`config.mk`:
```
export PLATFORM = sky130hd
export DESIGN_NAME = fifo_rr_ctrl
export DESIGN_NICKNAME = d
export VERILOG_FILES = /design/src/rtl/fifo_pkg.sv /design/src/rtl/rr_arb2.sv /design/src/rtl/fifo_rr_ctrl.sv
export SDC_FILE = /design/constraint.sdc
export NUM_CORES = 1
export LEC_CHECK = 0
export CORE_MARGIN = 10
export CORE_UTILIZATION = 30
export DETAILED_ROUTE_END_ITERATION = 10
export GPL_TIMING_DRIVEN = 0
export PLACE_DENSITY = 0.66
export SLEW_MARGIN = 5
export SYNTH_ARGS = -nofsm -noshare
export SYNTH_HDL_FRONTEND = slang
export SYNTH_SLANG_ARGS = --single-unit
export TNS_END_PERCENT = 100
```
`constraint.sdc`:
```
create_clock -name clk -period 2.9 [get_ports clk]
set_clock_uncertainty 0.2 [all_clocks]
set_input_delay 0.29 -clock clk [delete_from_list [all_inputs] [get_ports clk]]
set_output_delay 0.29 -clock clk [all_outputs]
set_load 0.05 [all_outputs]
```
`src/rtl/fifo_pkg.sv`:
```
// Shared types and constants for the round-robin FIFO controller.
// Holds the occupancy-state enum and the default FIFO depth (as log2).
package fifo_pkg;

  // Default log2 of the FIFO depth (8 entries)
  localparam int FIFO_DEPTH_LOG2 = 3;

  // Occupancy state of the FIFO
  typedef enum logic [1:0] {
    EMPTY   = 2'd0,
    PARTIAL = 2'd1,
    FULL    = 2'd2
  } occ_state_t;

endpackage : fifo_pkg

```
`src/rtl/rr_arb2.sv`:
```
// Two-requester round-robin arbiter (purely combinational).
// On a tie the requester that was not granted most recently wins;
// rr_last = 0 means A was granted last, 1 means B was granted last.
module rr_arb2 (
  input  logic [1:0] req,
  input  logic       enable,
  input  logic       rr_last,
  output logic [1:0] gnt
);

  // One-hot grant selection; nothing is granted while disabled
  always_comb begin
    gnt = 2'b00;
    if (enable) begin
      case (req)
        2'b01:   gnt = 2'b01;
        2'b10:   gnt = 2'b10;
        2'b11:   gnt = rr_last ? 2'b01 : 2'b10;
        default: gnt = 2'b00;
      endcase
    end
  end

endmodule : rr_arb2

```
`src/rtl/fifo_rr_ctrl.sv`:
```
// FIFO controller with two round-robin arbitrated writers and one reader.
// Generates RAM strobes and wrap-bit pointers; occupancy is tracked by an
// EMPTY/PARTIAL/FULL state machine. No fall-through: a read is refused in
// EMPTY and a write is refused in FULL, even if the other side is accepted.
// Optional feature: define FIFO_RR_ERR_FLAG_EN to add the sticky 'err'
// output, set after any request refused for overflow/underflow.
module fifo_rr_ctrl
  import fifo_pkg::*;
#(
  parameter int DEPTH_LOG2 = FIFO_DEPTH_LOG2
) (
  input  logic                  clk,
  input  logic                  reset,
  input  logic [1:0]            wr_req,
  input  logic                  rd_req,
  output logic [1:0]            wr_grant,
  output logic                  wr_en,
  output logic                  rd_en,
  output logic [DEPTH_LOG2:0]   Write_Ptr,
  output logic [DEPTH_LOG2:0]   Read_Ptr,
  output logic                  fifo_full,
  output logic                  fifo_empty,
  output logic [DEPTH_LOG2:0]   count
`ifdef FIFO_RR_ERR_FLAG_EN
  ,
  output logic                  err
`endif
);

  localparam int PW = DEPTH_LOG2 + 1;
  localparam logic [PW-1:0] C_ONE  = PW'(1);
  localparam logic [PW-1:0] C_LAST = PW'((1 << DEPTH_LOG2) - 1);

  occ_state_t     r_state;
  occ_state_t     w_state_next;
  logic [PW-1:0]  r_wptr;
  logic [PW-1:0]  r_rptr;
  logic [PW-1:0]  w_count;
  logic           r_rr_last;
  logic           w_wr_ok;
  logic           w_rd_acc;
  logic           w_wr_acc;
  logic [1:0]     w_grant;

  // Accept conditions; reset masks every strobe in the same cycle
  assign w_wr_ok  = !reset && (r_state != FULL);
  assign w_rd_acc = !reset && rd_req && (r_state != EMPTY);

  rr_arb2 u_arb (
    .req     (wr_req),
    .enable  (w_wr_ok),
    .rr_last (r_rr_last),
    .gnt     (w_grant)
  );

  assign w_wr_acc = |w_grant;
  assign w_count  = r_wptr - r_rptr;

  assign wr_grant   = w_grant;
  assign wr_en      = w_wr_acc;
  assign rd_en      = w_rd_acc;
  assign Write_Ptr  = r_wptr;
  assign Read_Ptr   = r_rptr;
  assign count      = w_count;
  assign fifo_full  = (r_state == FULL);
  assign fifo_empty = (r_state == EMPTY);

  // Occupancy state register
  always_ff @(posedge clk) begin
    if (reset) begin
      r_state <= EMPTY;
    end else begin
      r_state <= w_state_next;
    end
  end

  // Next occupancy state; simultaneous read+write leaves the state unchanged
  always_comb begin
    w_state_next = r_state;
    case (r_state)
      EMPTY: begin
        if (w_wr_acc && !w_rd_acc) w_state_next = PARTIAL;
      end
      PARTIAL: begin
        if (w_wr_acc && !w_rd_acc && (w_count == C_LAST)) w_state_next = FULL;
        else if (w_rd_acc && !w_wr_acc && (w_count == C_ONE)) w_state_next = EMPTY;
      end
      FULL: begin
        if (w_rd_acc && !w_wr_acc) w_state_next = PARTIAL;
      end
      default: w_state_next = EMPTY;
    endcase
  end

  // Pointer advance and round-robin history (updated only on accepted writes)
  always_ff @(posedge clk) begin
    if (reset) begin
      r_wptr    <= '0;
      r_rptr    <= '0;
      r_rr_last <= 1'b1;
    end else begin
      if (w_wr_acc) begin
        r_wptr    <= r_wptr + C_ONE;
        r_rr_last <= w_grant[1];
      end
      if (w_rd_acc) begin
        r_rptr <= r_rptr + C_ONE;
      end
    end
  end

`ifdef FIFO_RR_ERR_FLAG_EN
  logic r_err;
  logic w_refused;

  assign w_refused = ((|wr_req) && (r_state == FULL)) ||
                     (rd_req && (r_state == EMPTY));
  assign err = r_err;

  // Sticky overflow/underflow flag, cleared only by reset
  always_ff @(posedge clk) begin
    if (reset) begin
      r_err <= 1'b0;
    end else if (w_refused) begin
      r_err <= 1'b1;
    end
  end
`endif

endmodule : fifo_rr_ctrl
```
### Yosys cells after proc, flatten, opt, wreduce, memory -nomap -nowiden

Cells that the tools add are included.

* flip-flop bits (word level): 11
* bits of input ports: 5
* output and inout bits: 18

* $add $sub $neg: 3
* eq/ne operators: 11
* mux-type cells: 8
* reduce and logical (&&, ||, !) cells: 14

Operators by type and width (number)
* two-way mux 2 bit: 6
* case mux 2 bit (3 select lines): 2
* adder 4 x 1 -> 4 bit, second input constant: 2
* logical AND 1 bit: 7
* equality test 2 bit, second input constant: 3
* equality test 2 x 1 -> 1 bit, second input constant: 2
* equality test 4 x 1 -> 1 bit, second input constant: 1
* equality test 4 x 3 -> 1 bit, second input constant: 1
* != test 2 x 1 -> 1 bit, second input constant: 2
* subtractor 4 bit: 1
* zero test 1 bit: 3
* != test 3 bit, second input constant: 1
* AND reduction 3 bit: 1
* zero test 2 bit: 1
* != test 2 bit, second input constant: 1
* nonzero test 2 bit: 1
* OR reduction 2 bit: 1

### Longest topological paths before layout

* word-level depth: 10
* mapped depth: 8
* mapped depth without buffers: 8

### Cells and area by module

Synthesis repeated with hierarchy kept, for this count alone.

* cells, all modules: 86
* area total of the unflattened synthesis: 700.7 µm²

By module, submodules not included
* fifo_rr_ctrl: times used 1, cells an instance 81, area an instance 679.4 µm²
* rr_arb2: times used 1, cells an instance 5, area an instance 21.3 µm²

### Worst setup path before layout

No wires, ideal clock.

* kind: register to register
* start point: reg r_rptr[0], in the netlist Read_Ptr[0]
* end point: reg r_state[1]
* arrival: 2.954 ns
* data required time: 2.614 ns
* setup slack: -0.340 ns
* cell stages (with the launch flop): 8
* clock period less this slack: 3.240 ns
* path through: dfxtp_1 ha_1 inv_1 fa_1 xor2_1 nand3_2 or4_1 a211oi_1

* cells in the longest elaborated chain, start to end: 5
* elaborated cells between the ends (all ways): 9
* those cells by class: add/sub (1); eq/ne (3); mux (2); reduce/logical (3)

Ends and longest elaborated chain
* start, declared: line fifo_rr_ctrl.sv:37 `logic [PW-1:0] r_rptr;`
* start signal, assigned: line fifo_rr_ctrl.sv:107 `r_rptr <= r_rptr + C_ONE;`
* subtractor 4 bit *: line fifo_rr_ctrl.sv:57 `assign w_count = r_wptr - r_rptr;`
* net count[2]: line fifo_rr_ctrl.sv:23 `output logic [DEPTH_LOG2:0] count`
* equality test 4 x 3 -> 1 bit or equality test 4 x 1 -> 1 bit (tied branches): line fifo_rr_ctrl.sv:85, fifo_rr_ctrl.sv:86
* logical AND 1 bit (on tied branches): line fifo_rr_ctrl.sv:85, fifo_rr_ctrl.sv:86
* != test 3 bit (no line) or two-way mux 2 bit (tied branches)
* AND reduction 3 bit (no line) or case mux 2 bit (3 select lines) (tied branches)
* end signal, assigned: line fifo_rr_ctrl.sv:73 `r_state <= w_state_next;`
* end, declared: line fifo_rr_ctrl.sv:34 `occ_state_t r_state;`

Mark *: on every way through the listed nets, which the timed path passes. The rest lies on a longest branch.
A chain may end at the register's enable or synchronous reset.

### Worst setup path after layout

* start point: reg r_rptr[0], in the netlist Read_Ptr[0]
* end point: out count[2]

* cells in the longest elaborated chain, start to end: 1

Ends and longest elaborated chain (line)
* subtractor 4 bit: fifo_rr_ctrl.sv:57
* end, declared: fifo_rr_ctrl.sv:23

No other way between the ends.

==> flow_summary.toml <==
[place]
dp.cells = 124
hpwl_um = 1260
port_buffers = 22
globalplace.congestion = 0.739

[clock_tree]
cts_hold_buf = 0
cts_tree = "done"
clock_path_buffers = 2
path_clk_slew_ns = 0.07
cts.sinks = 11
htree_levels = 1
cts_buffers = 3
root_buffer = "clkbuf_4"
clk_latency_ns = 0.27

[critical_path]
required_ns = 2.41
start_kind = "flop"
startpoint = "Read_Ptr[0]$_SDFFE_PP0P_"
rr_endpoint = "r_state[1]$_SDFFE_PP0P_"
worstPathCellList = "ha_1 -> inv_1 -> fa_1 -> xor2_4 -> dlygate4sd2_1"
worstPathArrival_ns = 2.13
r2r_slack_ns = 0.58
cp_max_fo = 5
r2r-start = "Read_Ptr[0]$_SDFFE_PP0P_"
end_kind = "output port"
rr_worst_depth = 7
crit_type = "flop to output port"
crit_end = "count[2]"
critical_path.top_delay_family = "adder cells"
worstSetupPathDepth = 5
cp.buffers_inverters = 2
slowest_delay_ns = 0.55
cp_slowest_cell = "dlygate4sd2_1"

[grt]
antenna_found_initial = 0
grt_pass1_wl_um = 2610
groute.usage.overall_pct = 7.51
grt_pass1_vias = 622
grt_max_degree = 11
overflow = 0

[sta]
finalSetupViolations = 0
rsz0062_at_grt = "false"
fin_crit_sh_pct = 90.4
slew_violations = 0
fin_crit_ns = 2.62
worst_pin_slew_ns = 0.511
clock.fmax_ghz = 0.382
relSlewSlack_pct = 65.9
finalHoldViolations = 0
setup_tns_ns = 0

[yosys]
synth_cell_type_count = 29
syn_inst = 75
syn_area_um2 = 663
yosysTopAreaCellShare_pct = 33.2
syn_avg_cell_area_um2 = 8.84
seq_area_frac_synth_pct = 33.2
yosysWarnings = 0
syn-num-nets = 86
synth.largest_area_cell = "dfxtp_1"
synthTopCellsByArea = "dfxtp_1 (33%), ha_1 (9.4%), nor2_1 (7.4%)"
ys_seq_elements = 11

[routing]
dr.pass1.iters = 2
post-route-drc-count = 0
viasPerCell = 4.73
num_vias = 606
wirelength_um = 1560
drtIter0Drc = 22
antenna_left = 0
routedWlPerCell_um = 12.1

[final_layout]
fillerInstances = 204
drive_gt1_share_pct = 9.90
fin_nets = 113
num_antenna_cells = 0
final_cell_count_no_fill = 128
area_delta_synth_final_pct = 46.2
post-route-util_pct = 48.0

[hold_path]
hp-class = "flop to flop"

[power_and_ir_drop]
swShare_pct = 37.1
p_per_area_nw_per_um2 = 438
p_seq_share_pct = 39.1
p_leak_uw = 0.000413
intPower_uw = 267
p_switching_uw = 158
ir_drop_mv = 0.310
combPwrFrac_pct = 36.2
clkPwrFrac_pct = 24.7

[run_status]
outcome = "finished, final reports clean"

[die]
dieWidth_um = 67.0
fp-row-count = 16
initial_core_util_pct = 32.8
die_h_um = 67.0
die_area_um2 = 4490
pin_count = 23
core_area_um2 = 2020

[run]
drv_cap = 0
power by group through the flow:
stage	Clock, uW	Combinational, uW	Sequential [uW]
floorplan	0	95.8	182
global placement	0	157	169
detailed placement	0	158	170
CTS	109	156	166
global route	116	165	167
finish	105	154	166
layer usage:
layer	up-vias	wire length, um	GRT usage (%)
met3	6	223	6.52
met1	274	591	6.63
li1	306	-	-
met4	0	21	2.82
met5	-	0	0
met2	20	718	12.2
per-stage QoR:
stage               power, uW  instance area [um2]  setup slack (ns)  hold WS [ns]
finish                    424                  970             0.279         0.286
global route              449                  970             0.170         0.322
detailed placement        328                  943             0.278         0.275
CTS                       431                  967            0.0825         0.291
floorplan                 278                  689            0.0663         0.163
global placement          326                  943             0.290         0.265
worst reg2reg max path, delay by kind of cell (launching register included):
family	cells	cell delay, ns
buffers and inverters	1	0.05
AOI/OAI and AO/OA	1	0.22
adders and majority gates	2	0.64
and+or+nand+nor	2	0.50
DFF	1	0.44
xor gates and xnor gates	1	0.18
cells by family (layout without fill, tap and decap cells):
family / count (synthesis) / count (layout) / synth area share, %
and+or+nand+nor: 32 / 32 / 27.4
DFF: 11 / 11 / 33.2
AOI/OAI and AO/OA: 9 / 9 / 9.24
xor gates and xnor gates: 9 / 9 / 11.9
buffers and inverters: 7 / 33 / 4.34
adders and majority gates: 6 / 6 / 12.5
muxes: 1 / 1 / 1.51
synthesized netlist by cell type:
library cell  count
or4b_1            1
nand2_1           5
or2b_1            1
a21oi_1           2
inv_4             1
nor2b_1           2
a211oi_1          2
inv_1             5
xor2_1            5
nor3_4            1
or4_1             1
and3_1            2
a211o_1           1
nand3_2           1
nand2b_4          1
nor3_1            1
dfxtp_1          11
nand2b_1          1
xnor2_1           4
mux2i_1           1
o21ai_1           1
nor2_1           13
o21ai_0           1
clkbuf_1          1
nand4_1           2
a22o_1            1
fa_1              1
o21a_2            1
ha_1              5
sequential cells by signal (all words and copies together), names as in the netlist:
name       count
Read_Ptr       4
Write_Ptr      4
r_rr_last      1
r_state        2
layout by cell type, fill, tap and decap left out, types with 2 or more instances in the layout:
master and count:
nand2_1 5, nor2b_1 2, clkbuf_1 2, dlygate4sd2_1 2, dfxtp_1 11, clkbuf_4 3
ha_1 5, nand4_1 2, and3_1 2, a21oi_1 2, a211oi_1 2, xor2_1 4
nor2_1 13, inv_1 5, xnor2_1 3, clkdlybuf4s50_1 19
area by class of cell:
cell class | instances | area [um2] | area share [%]
clock buffers | 4 | 26.3 | 2.71
inverters | 6 | 25.0 | 2.58
multi-input cells | 57 | 440 | 45.4
flip-flops and latches | 11 | 220 | 22.7
repair buffers | 22 | 220 | 22.7
plain buffers | 1 | 3.75 | 0.387
well taps | 27 | 33.8 | 3.48
timing repair:
item | in CTS | in global routing
gates resized for setup | 2 | 1
setup buffers | 0 | 0
setup endpoints to repair | 2 | 1
how the worst min path moves through the flow:
stage	end	startpoint	slack, ns	cells past startpoint
finish	r_rr_last$_SDFFE_PP1P_	r_rr_last$_SDFFE_PP1P_	0.29	1
global route	r_rr_last$_SDFFE_PP1P_	r_rr_last$_SDFFE_PP1P_	0.32	1
CTS	r_rr_last$_SDFFE_PP1P_	r_rr_last$_SDFFE_PP1P_	0.29	1
detailed placement	r_rr_last$_SDFFE_PP1P_	r_rr_last$_SDFFE_PP1P_	0.27	1
global placement	r_rr_last$_SDFFE_PP1P_	r_rr_last$_SDFFE_PP1P_	0.27	1
floorplan	r_state[1]$_SDFFE_PP0P_	rd_req	0.16	1
No activity file was read; power rests on OpenSTA's default activity.
==> RTL change, RTL diff (same settings) <==
Add a define of `FIFO_RR_ERR_FLAG_EN`.
--- a/src/rtl/fifo_rr_ctrl.sv
+++ b/src/rtl/fifo_rr_ctrl.sv
@@ -5,4 +5,6 @@
 // Optional feature: define FIFO_RR_ERR_FLAG_EN to add the sticky 'err'
 // output, set after any request refused for overflow/underflow.
+`define FIFO_RR_ERR_FLAG_EN
+
 module fifo_rr_ctrl
   import fifo_pkg::*;
Function (old outputs only; new: err): kept (equiv_simple and equiv_induct, registers matched by name and starting in step).
==> RTL change against the unedited design <==
- sequential cell count rose by 1
- wire length is 14% higher
- critical path type is now primary input to output port
- largest cell class unchanged
- area after synthesis grew 8.7%
- cell area up 4.9%
- sequential share of layout area rose by 0.91 points
- non-clock buffer count rose by 2
- setup slack lost 130 ps
- final cell count increased by 7.8%
Power is not compared: it rests on default switching activity, and its combinational part moved more than twofold at a synthesized area within 25%.
==> RTL change: results (changes against the unedited design) <==
Timing
  • Slew at the pin with the worst max-slew slack: 523 ps (was 511 ps)
  • Number of hold-slack violations in the final timing report: 0 (unchanged)

Setup path
  • CP arrival: 2260 ps (was 2130 ps)
  • Crit-path leading delay family: buffers and inverters (was adder cells)
  • Biggest cell delay along the critical path: 810 ps (was 550 ps)
  • Setup slack of the most critical reg-to-reg path: 530 ps (was 580 ps)
  • CP max FO: 9 (was 5)
  • Master of the slowest instance on the critical path: sky130_fd_sc_hd__clkdlybuf4s50_1 (was sky130_fd_sc_hd__dlygate4sd2_1)

Yosys
  • Synth unique cells: 33 (was 29)
  • Warnings from Yosys: 0 (unchanged)
  • Most area-consuming cells after synthesis: sky130_fd_sc_hd__dfxtp_1 (33%), sky130_fd_sc_hd__ha_1 (8.7%), sky130_fd_sc_hd__nor2_1 (7.3%) (was sky130_fd_sc_hd__dfxtp_1 (33%), sky130_fd_sc_hd__ha_1 (9.4%), sky130_fd_sc_hd__nor2_1 (7.4%))
  • Most used standard cells in the synthesized netlist: sky130_fd_sc_hd__nor2_1 (14), sky130_fd_sc_hd__dfxtp_1 (12), sky130_fd_sc_hd__inv_1 (7) (was sky130_fd_sc_hd__nor2_1 (13), sky130_fd_sc_hd__dfxtp_1 (11))
  • Sequential share of the synthesized area: 33.3% (was 33.2%)
  • Net count after synthesis: 96 (was 86)
  • Fraction of synthesis flops using an asynchronous set or reset pin: 0% (unchanged)

Status
  • Result of the run: completed (unchanged)

Final layout
  • Fill cells: 245 (was 204)
  • Layout cell share with drive strength beyond 1: 10.9% (was 9.90%)
  • Post-layout net count: 123 (was 113)
  • Diodes inserted: 0 (unchanged)

CTS
  • Clock root buffer: sky130_fd_sc_hd__clkbuf_4 (unchanged)
  • Worst-skew pair later-pin latency: 270 ps (about the same)
  • Clock-pin slew on the worst setup and hold paths: 70 ps (about the same)
  • Number of buffers on the longest clock path: 2 (unchanged)
  • H-Tree Level Count: 1 (unchanged)
  • Clock buffer count from CTS: 3 (unchanged)

Power and ir drop
  • Worst voltage drop across the vdd grid: 0.000431 V
  • Leakage power of the design: 0.438 nW
  • Power per cell area: 764 nW/um^2
  • Int Pwr: 388 uW

Drt
  • Remaining routing DRC violations: 0 (unchanged)
  • DRC violation total after the first TritonRoute iteration: 30 (was 22)
  • Wirelength per Cell: 12.8 um (was 12.1 um)
  • First-pass iteration count of the detailed router: 4 (was 2)
  • Ratio of routed vias to standard cells: 4.80 (was 4.73)

Global routing
  • Pin count of the biggest net entering global routing: 11 (unchanged)
  • Wire length of the first global-routing pass: 3150 um (was 2610 um)
  • Total routing resource utilization after global routing: 7.61% (was 7.51%)
  • Vias in the first global route: 658 (was 622)
  • Number of antenna violations at the first check in global routing: 0 (unchanged)

Hold path
  • Worst Hold Class: primary input to flip-flop (was flip-flop to flip-flop)

Place
  • Final Wtd Congestion: 0.770 (was 0.739)
  • Port bufs: 22 (unchanged)
  • Half-perimeter wire length of the detailed placement result: 1420 um (was 1260 um)
  • Area after detailed placement: 991 um^2 (was 943 um^2)
-- RTL change: cell count changes in the layout (fill, tap and decap cells not counted), moves of 2 or more --
| cell | change |
|---|---|
| sky130_fd_sc_hd__o21ai_0 | +3 |
| sky130_fd_sc_hd__and3_1 | -2 |
| sky130_fd_sc_hd__clkbuf_1 | -2 |
| sky130_fd_sc_hd__nor2b_1 | -2 |
| sky130_fd_sc_hd__inv_1 | +2 |
-- RTL change: cell type report --
class / instances / share of cell area [%]
buffer: 3 / 1.97
clock buffer: 3 / 2.21
inverter: 7 / 2.58
multi-input combinational: 63 / 44.2
sequential: 12 / 23.6
tap: 28 / 3.44
timing repair buffer: 22 / 22.0
-- RTL change: kinds of logic (layout without fill, tap and decap cells) --
kind of cell	count (synthesis)	count (layout)	share of synthesized area (%)
XOR/XNOR	8	8	9.72
AND/OR/NAND/NOR	35	35	26.0
adder cells (fa/ha/maj)	6	6	11.5
buffers and inverters	10	35	6.42
AO/OA/AOI/OAI	14	14	13.0
flip-flops	12	12	33.3
-- RTL change: what timing repair did --
| action | CTS | global route |
|---|---|---|
| resized for setup | 1 | 2 |
| buffers inserted | 0 | 0 |
| hold buffers | 0 | 0 |
| endpoints found under the setup margin | 1 | 2 |
-- RTL change: path summary, 6_finish.rpt --
path | start | endpoint | cells after the start
setup reg to reg | Write_Ptr[0]$_SDFFE_PP0P_ | r_state[0]$_SDFFE_PP0P_ | 7
hold / removal | reset | r_state[0]$_SDFFE_PP0P_ | 2
hold reg to reg | err$_SDFFE_PP0P_ | err$_SDFFE_PP0P_ | 2
setup / recovery | wr_req[1] | wr_grant[1] | 5
-- RTL change: metrics by stage --
stage | worst slack (ps) | hold WS, ps | instances | power (mW)
floorplan | 40.2 | 265 | 85 | 0.548
global placement | 177 | 255 | 135 | 0.679
detailed placement | 165 | 268 | 135 | 0.688
CTS | 6.13 | 146 | 138 | 0.787
global route | 24.2 | 162 | 138 | 0.831
finish | 149 | 145 | 138 | 0.777
-- RTL change: routing by layer --
metal	track usage, %	vias up	share of wire, %
met5	0	-	0
met4	2.44	0	1.1
met3	3.85	2	9.3
met2	11.2	23	43
met1	9.31	296	47
li1	-	342	-
-- RTL change: power groups by stage --
stage               combinational [mW]  clock [mW]  sequential (mW)
floorplan                        0.276           0            0.272
CTS                              0.456       0.106            0.225
global placement                 0.450           0            0.229
finish                           0.449       0.104            0.225
global route                     0.482       0.117            0.232
detailed placement               0.459           0            0.229
